<file path="src/rtl/axil_wr_arbiter.sv">
// AXI-Lite write-channel arbiter: grants one master at a time and holds the grant
// through the address/data phase and the write response.
module axil_wr_arbiter #(
    parameter int unsigned NUMBER_MASTER = 32,
    parameter int unsigned ARBITER       = 1,
    parameter int unsigned IDX_W         = (NUMBER_MASTER > 1) ? $clog2(NUMBER_MASTER) : 1
) (
    input  logic                     aclk,
    input  logic                     aresetn,
    input  logic [NUMBER_MASTER-1:0] req,
    input  logic                     aw_hs,
    input  logic                     w_hs,
    input  logic                     b_hs,
    output logic [NUMBER_MASTER-1:0] grant,
    output logic [IDX_W-1:0]         grant_idx,
    output logic                     grant_valid
);

    typedef enum logic [1:0] {
        IDLE      = 2'd0,
        ADDR_DATA = 2'd1,
        RESP      = 2'd2
    } state_t;

    state_t                   state_q;
    logic [NUMBER_MASTER-1:0] grant_q;
    logic [IDX_W-1:0]         grant_idx_q;
    logic                     grant_valid_q;
    logic [IDX_W-1:0]         rr_ptr_q;
    logic                     aw_done_q;
    logic                     w_done_q;

    logic [IDX_W-1:0]         win_idx_d;
    logic [NUMBER_MASTER-1:0] win_oh_d;
    logic [IDX_W-1:0]         rr_ptr_d;
    logic                     any_req;
    logic                     aw_seen;
    logic                     w_seen;
    logic                     found;
    int unsigned              cand;
    logic [NUMBER_MASTER-1:0] req_sh;

    // Scan NUMBER_MASTER candidates starting at rr_ptr (or 0 for fixed priority),
    // wrapping so that non-power-of-two master counts rotate correctly.
    always_comb begin
        win_idx_d = '0;
        found     = 1'b0;
        cand      = 0;
        req_sh    = '0;
        for (int unsigned i = 0; i < NUMBER_MASTER; i++) begin
            cand = i;
            if (ARBITER != 0) begin
                cand = cand + 32'(rr_ptr_q);
            end
            if (cand >= NUMBER_MASTER) begin
                cand = cand - NUMBER_MASTER;
            end
            req_sh = req >> cand;
            if (!found && req_sh[0]) begin
                found     = 1'b1;
                win_idx_d = IDX_W'(cand);
            end
        end
    end

    always_comb begin
        any_req  = |req;
        win_oh_d = NUMBER_MASTER'(1) << win_idx_d;
        rr_ptr_d = (grant_idx_q == IDX_W'(NUMBER_MASTER - 1)) ? '0 : grant_idx_q + 1'b1;
        aw_seen  = aw_done_q | aw_hs;
        w_seen   = w_done_q | w_hs;
    end

    always_ff @(posedge aclk or negedge aresetn) begin
        if (!aresetn) begin
            state_q       <= IDLE;
            grant_q       <= '0;
            grant_idx_q   <= '0;
            grant_valid_q <= 1'b0;
            rr_ptr_q      <= '0;
            aw_done_q     <= 1'b0;
            w_done_q      <= 1'b0;
        end else begin
            case (state_q)
                IDLE: begin
                    if (any_req) begin
                        grant_q       <= win_oh_d;
                        grant_idx_q   <= win_idx_d;
                        grant_valid_q <= 1'b1;
                        state_q       <= ADDR_DATA;
                    end
                end
                ADDR_DATA: begin
                    if (aw_seen && w_seen) begin
                        aw_done_q <= 1'b0;
                        w_done_q  <= 1'b0;
                        state_q   <= RESP;
                    end else begin
                        aw_done_q <= aw_seen;
                        w_done_q  <= w_seen;
                    end
                end
                RESP: begin
                    if (b_hs) begin
                        grant_q       <= '0;
                        grant_idx_q   <= '0;
                        grant_valid_q <= 1'b0;
                        rr_ptr_q      <= rr_ptr_d;
                        state_q       <= IDLE;
                    end
                end
                default: begin
                    state_q <= IDLE;
                end
            endcase
        end
    end

    assign grant       = grant_q;
    assign grant_idx   = grant_idx_q;
    assign grant_valid = grant_valid_q;

endmodule

</file>
<file path="config.mk">
export PLATFORM = sky130hd
export DESIGN_NAME = axil_wr_arbiter
export DESIGN_NICKNAME = d
export VERILOG_FILES = /design/src/rtl/axil_wr_arbiter.sv
export SDC_FILE = /design/constraint.sdc
export NUM_CORES = 1
export LEC_CHECK = 0
export ABC_AREA = 0
export BUFFER_PORTS_ARGS = -buffer_cell sky130_fd_sc_hd__buf_2
export CAP_MARGIN = 15
export CORE_ASPECT_RATIO = 0.7
export CORE_MARGIN = 3
export CORE_UTILIZATION = 45
export CTS_CLUSTER_SIZE = 25
export DETAILED_ROUTE_END_ITERATION = 6
export MAX_ROUTING_LAYER = met4
export PLACE_DENSITY = 0.65
export RECOVER_POWER = 25
export SLEW_MARGIN = 20
export SYNTH_ARGS = -nofsm -noshare
export SYNTH_HDL_FRONTEND = slang
export SYNTH_SLANG_ARGS = --single-unit
</file>
<file path="constraint.sdc">
create_clock -name aclk -period 6 [get_ports aclk]
set_input_delay 0.6 -clock aclk [delete_from_list [all_inputs] [get_ports aclk]]
set_output_delay 0.6 -clock aclk [all_outputs]
set_load 0.1 [all_outputs]
</file>
==> impl_metrics.json <==
{
  "violations": "capacitance limit, slew limit",
  "dp_slack_ns": 0.175,
  "drtIter0Drc": 1898,
  "path_buf_inv": 3,
  "core-area_um2": 20900,
  "design_area_um2": 10800,
  "synth_seq_cells": 47,
  "drv_slew": 48,
  "rows": 44,
  "setup_slack_ns": 0.236,
  "max_stage_delay_ns": 0.69,
  "wire_per_inst_um": 29.3,
  "layout_commonest_cell": "mux2i_1",
  "cts_buffer_depth": 2,
  "final_cell_mix": "mux2i_1 (111), nand2_1 (102), mux4_2 (85), buf_4 (85), buf_2 (74)",
  "cts_buffers": 5,
  "fp.dieArea_um2": 23300,
  "reg2regPathDepth": 16,
  "antenna_found_initial": 1,
  "first_pass_iters": 6,
  "drive_gt1_share_pct": 30.9,
  "yosysWarningCount": 0,
  "critPathRequiredTime_ns": 6.19,
  "grt_overflow": 0,
  "gp_congestion": 1.07,
  "htreeDepth": 2,
  "rsz0062_at_grt": "false",
  "clk_latency_ns": 0.30,
  "slowest_stage": "dfrtp_2",
  "drv_cap": 1,
  "cp_max_fo": 35,
  "criticalPathCategory": "reg2reg",
  "fp.dieH_um": 129,
  "place_area_um2": 10600,
  "fmax_mhz": 173,
  "timing.final.crit_share_pct": 96.1,
  "track_usage_pct": 36.2,
  "die_w_um": 181,
  "hpwl_um": 32600,
  "fin_tns_setup_ns": 0,
  "worstSetupEndpointType": "flop",
  "cp_top_family": "simple AND/OR/NAND/NOR gates",
  "syn-num-nets": 1135,
  "start_util_pct": 46.2,
  "async_reset_ff_share_pct": 100,
  "yosysUniqueCellTypes": 87,
  "hold_viol_final": 0,
  "synth.cell_area_um2": 9660,
  "root_buffer": "clkbuf_16",
  "num_vias": 10500,
  "ys_seq_area_share_pct": 12.2,
  "crit_path_frequent_cell": "buf_4",
  "clk_pin_slew_worst_paths_ns": 0.07,
  "synth_edf_count": 0,
  "tightestPinTransition_ns": 2.47,
  "status": "complete, but fails checks",
  "vias_per_cell": 7.33,
  "final_nets": 1209,
  "yosys_most_used_dff": "dfrtp_1",
  "fin_crit_ns": 5.76,
  "setup_viol": 0,
  "worstPathCellList": "buf_6, ha_1, nor2b_1, o21ai_0, nand2_1, mux4_2, mux2i_2, nand4_1, or4_1, a31oi_1, nor4_1, buf_4, a211oi_4, buf_4, nand4_2, o31ai_1",
  "drtAntennaViolNets": 0,
  "cts_sinks": 47,
  "hold_depth": 2,
  "slew_headroom_pct": -64.8,
  "ff2ff_setup_slack_ns": 0.24,
  "finClkSkew_ns": 0.00756,
  "drc": 0,
  "syn2layout_area_growth_pct": 11.8,
  "grt_pass1_vias": 9439,
  "ioPinCount": 75,
  "cts_tree": "yes",
  "place.port_buffers": 74,
  "grt_max_degree": 63,
  "syn_area_per_cell_um2": 8.93,
  "grt_pass1_wl_um": 62500,
  "wirelength_um": 42000,
  "crit_path_start_kind": "flop",
  "arrival_ns": 5.96,
  "worstHoldPathType": "reg2reg",
  "crit_cells": 16,
  "synthCells": 1082
}
path summary, 6_finish.rpt:
kind / startpoint / end
worst max-delay path: rr_ptr_q[2]$_DFFE_PN0P_ / grant[26]$_DFFE_PN0P_
worst min-delay path: grant[4]$_DFFE_PN0P_ / grant[4]$_DFFE_PN0P_
min in group asynchronous: aresetn / grant[17]$_DFFE_PN0P_
worst max register to register: rr_ptr_q[2]$_DFFE_PN0P_ / grant[26]$_DFFE_PN0P_
worst min register to register: grant[4]$_DFFE_PN0P_ / grant[4]$_DFFE_PN0P_
max in group asynchronous: aresetn / rr_ptr_q[1]$_DFFE_PN0P_
synth_stat cells (13+ instances only):
cell	n	area share, %
mux2i_1	112	12
nand2_1	102	4.0
mux4_2	85	20
nor2_1	65	2.5
clkbuf_1	57	2.2
mux2_2	54	6.3
dfrtp_1	47	12
o21ai_0	42	2.2
a21oi_1	39	2.0
o31ai_1	36	2.8
nand3_1	35	1.8
xnor2_1	23	2.1
buf_2	19	0.98
nand4_1	19	1.2
o211ai_1	19	1.5
nor3_1	18	0.93
nor4_1	18	1.2
ha_1	16	2.1
inv_1	14	0.54
nor2b_1	13	0.84
o22ai_1	13	0.84
state kept, by name (all words and copies together), names as in the netlist:
name and cells:
grant 32, rr_ptr_q 5, grant_valid 1, aw_done_q 1, w_done_q 1, grant_idx 5
state_q 2
metal layers:
layer	vias up	GRT usage (%)	wire length [um]
li1	4461	-	-
met1	5130	54.0	18200
met2	826	46.5	16200
met3	99	13.1	6630
met4	0	6.58	999
met5	-	-	0
cell type report:
class | count | area (um^2)
inverter | 18 | 75.1
sequential | 47 | 1180
clock buffer | 5 | 125
timing repair buffer | 163 | 1050
clock inverter | 3 | 22.5
multi-input combinational | 921 | 8000
antenna | 1 | 2.50
tap | 276 | 345
fill | 1981 | 10100
through the flow:
| step | instances | hold WS, ns | utilization [%] |
|---|---|---|---|
| final | 1434 | 0.477 | 51.6 |
| after global routing | 1434 | 0.492 | 51.6 |
| after CTS | 1429 | 0.404 | 51.3 |
| after detailed placement | 1421 | 0.464 | 50.6 |
| after global placement | 1421 | 0.458 | 50.6 |
| after floorplan | 1082 | 0.304 | - |
worst register-to-register path, delay by kind of cell, from the launching register on:
| family | cells | cell delay [ns] |
|---|---|---|
| simple gates | 6 | 1.89 |
| compound gates | 4 | 1.07 |
| mux | 2 | 0.96 |
| buf+inv | 3 | 0.76 |
| flops | 1 | 0.69 |
| fa+ha+maj | 1 | 0.28 |
what timing repair did:
| item | CTS | global route |
|---|---|---|
| buffers inserted | 0 | 4 |
| hold endpoints to repair | 0 | 0 |
| gates resized for setup | 0 | 10 |
| hold buffers | 0 | 0 |
| setup endpoints to repair | 0 | 32 |
kinds of logic after synthesis:
family | after synthesis | share of synthesized area (%)
simple gates | 338 | 18.1
mux | 254 | 38.1
flops | 47 | 12.2
fa+ha+maj | 16 | 2.07
buf+inv | 114 | 5.49
xor+xnor | 31 | 3.04
compound gates | 282 | 21.1
Power is not shown: default switching activity piles up to over one toggle a cycle in this logic, so the estimate is an artifact.
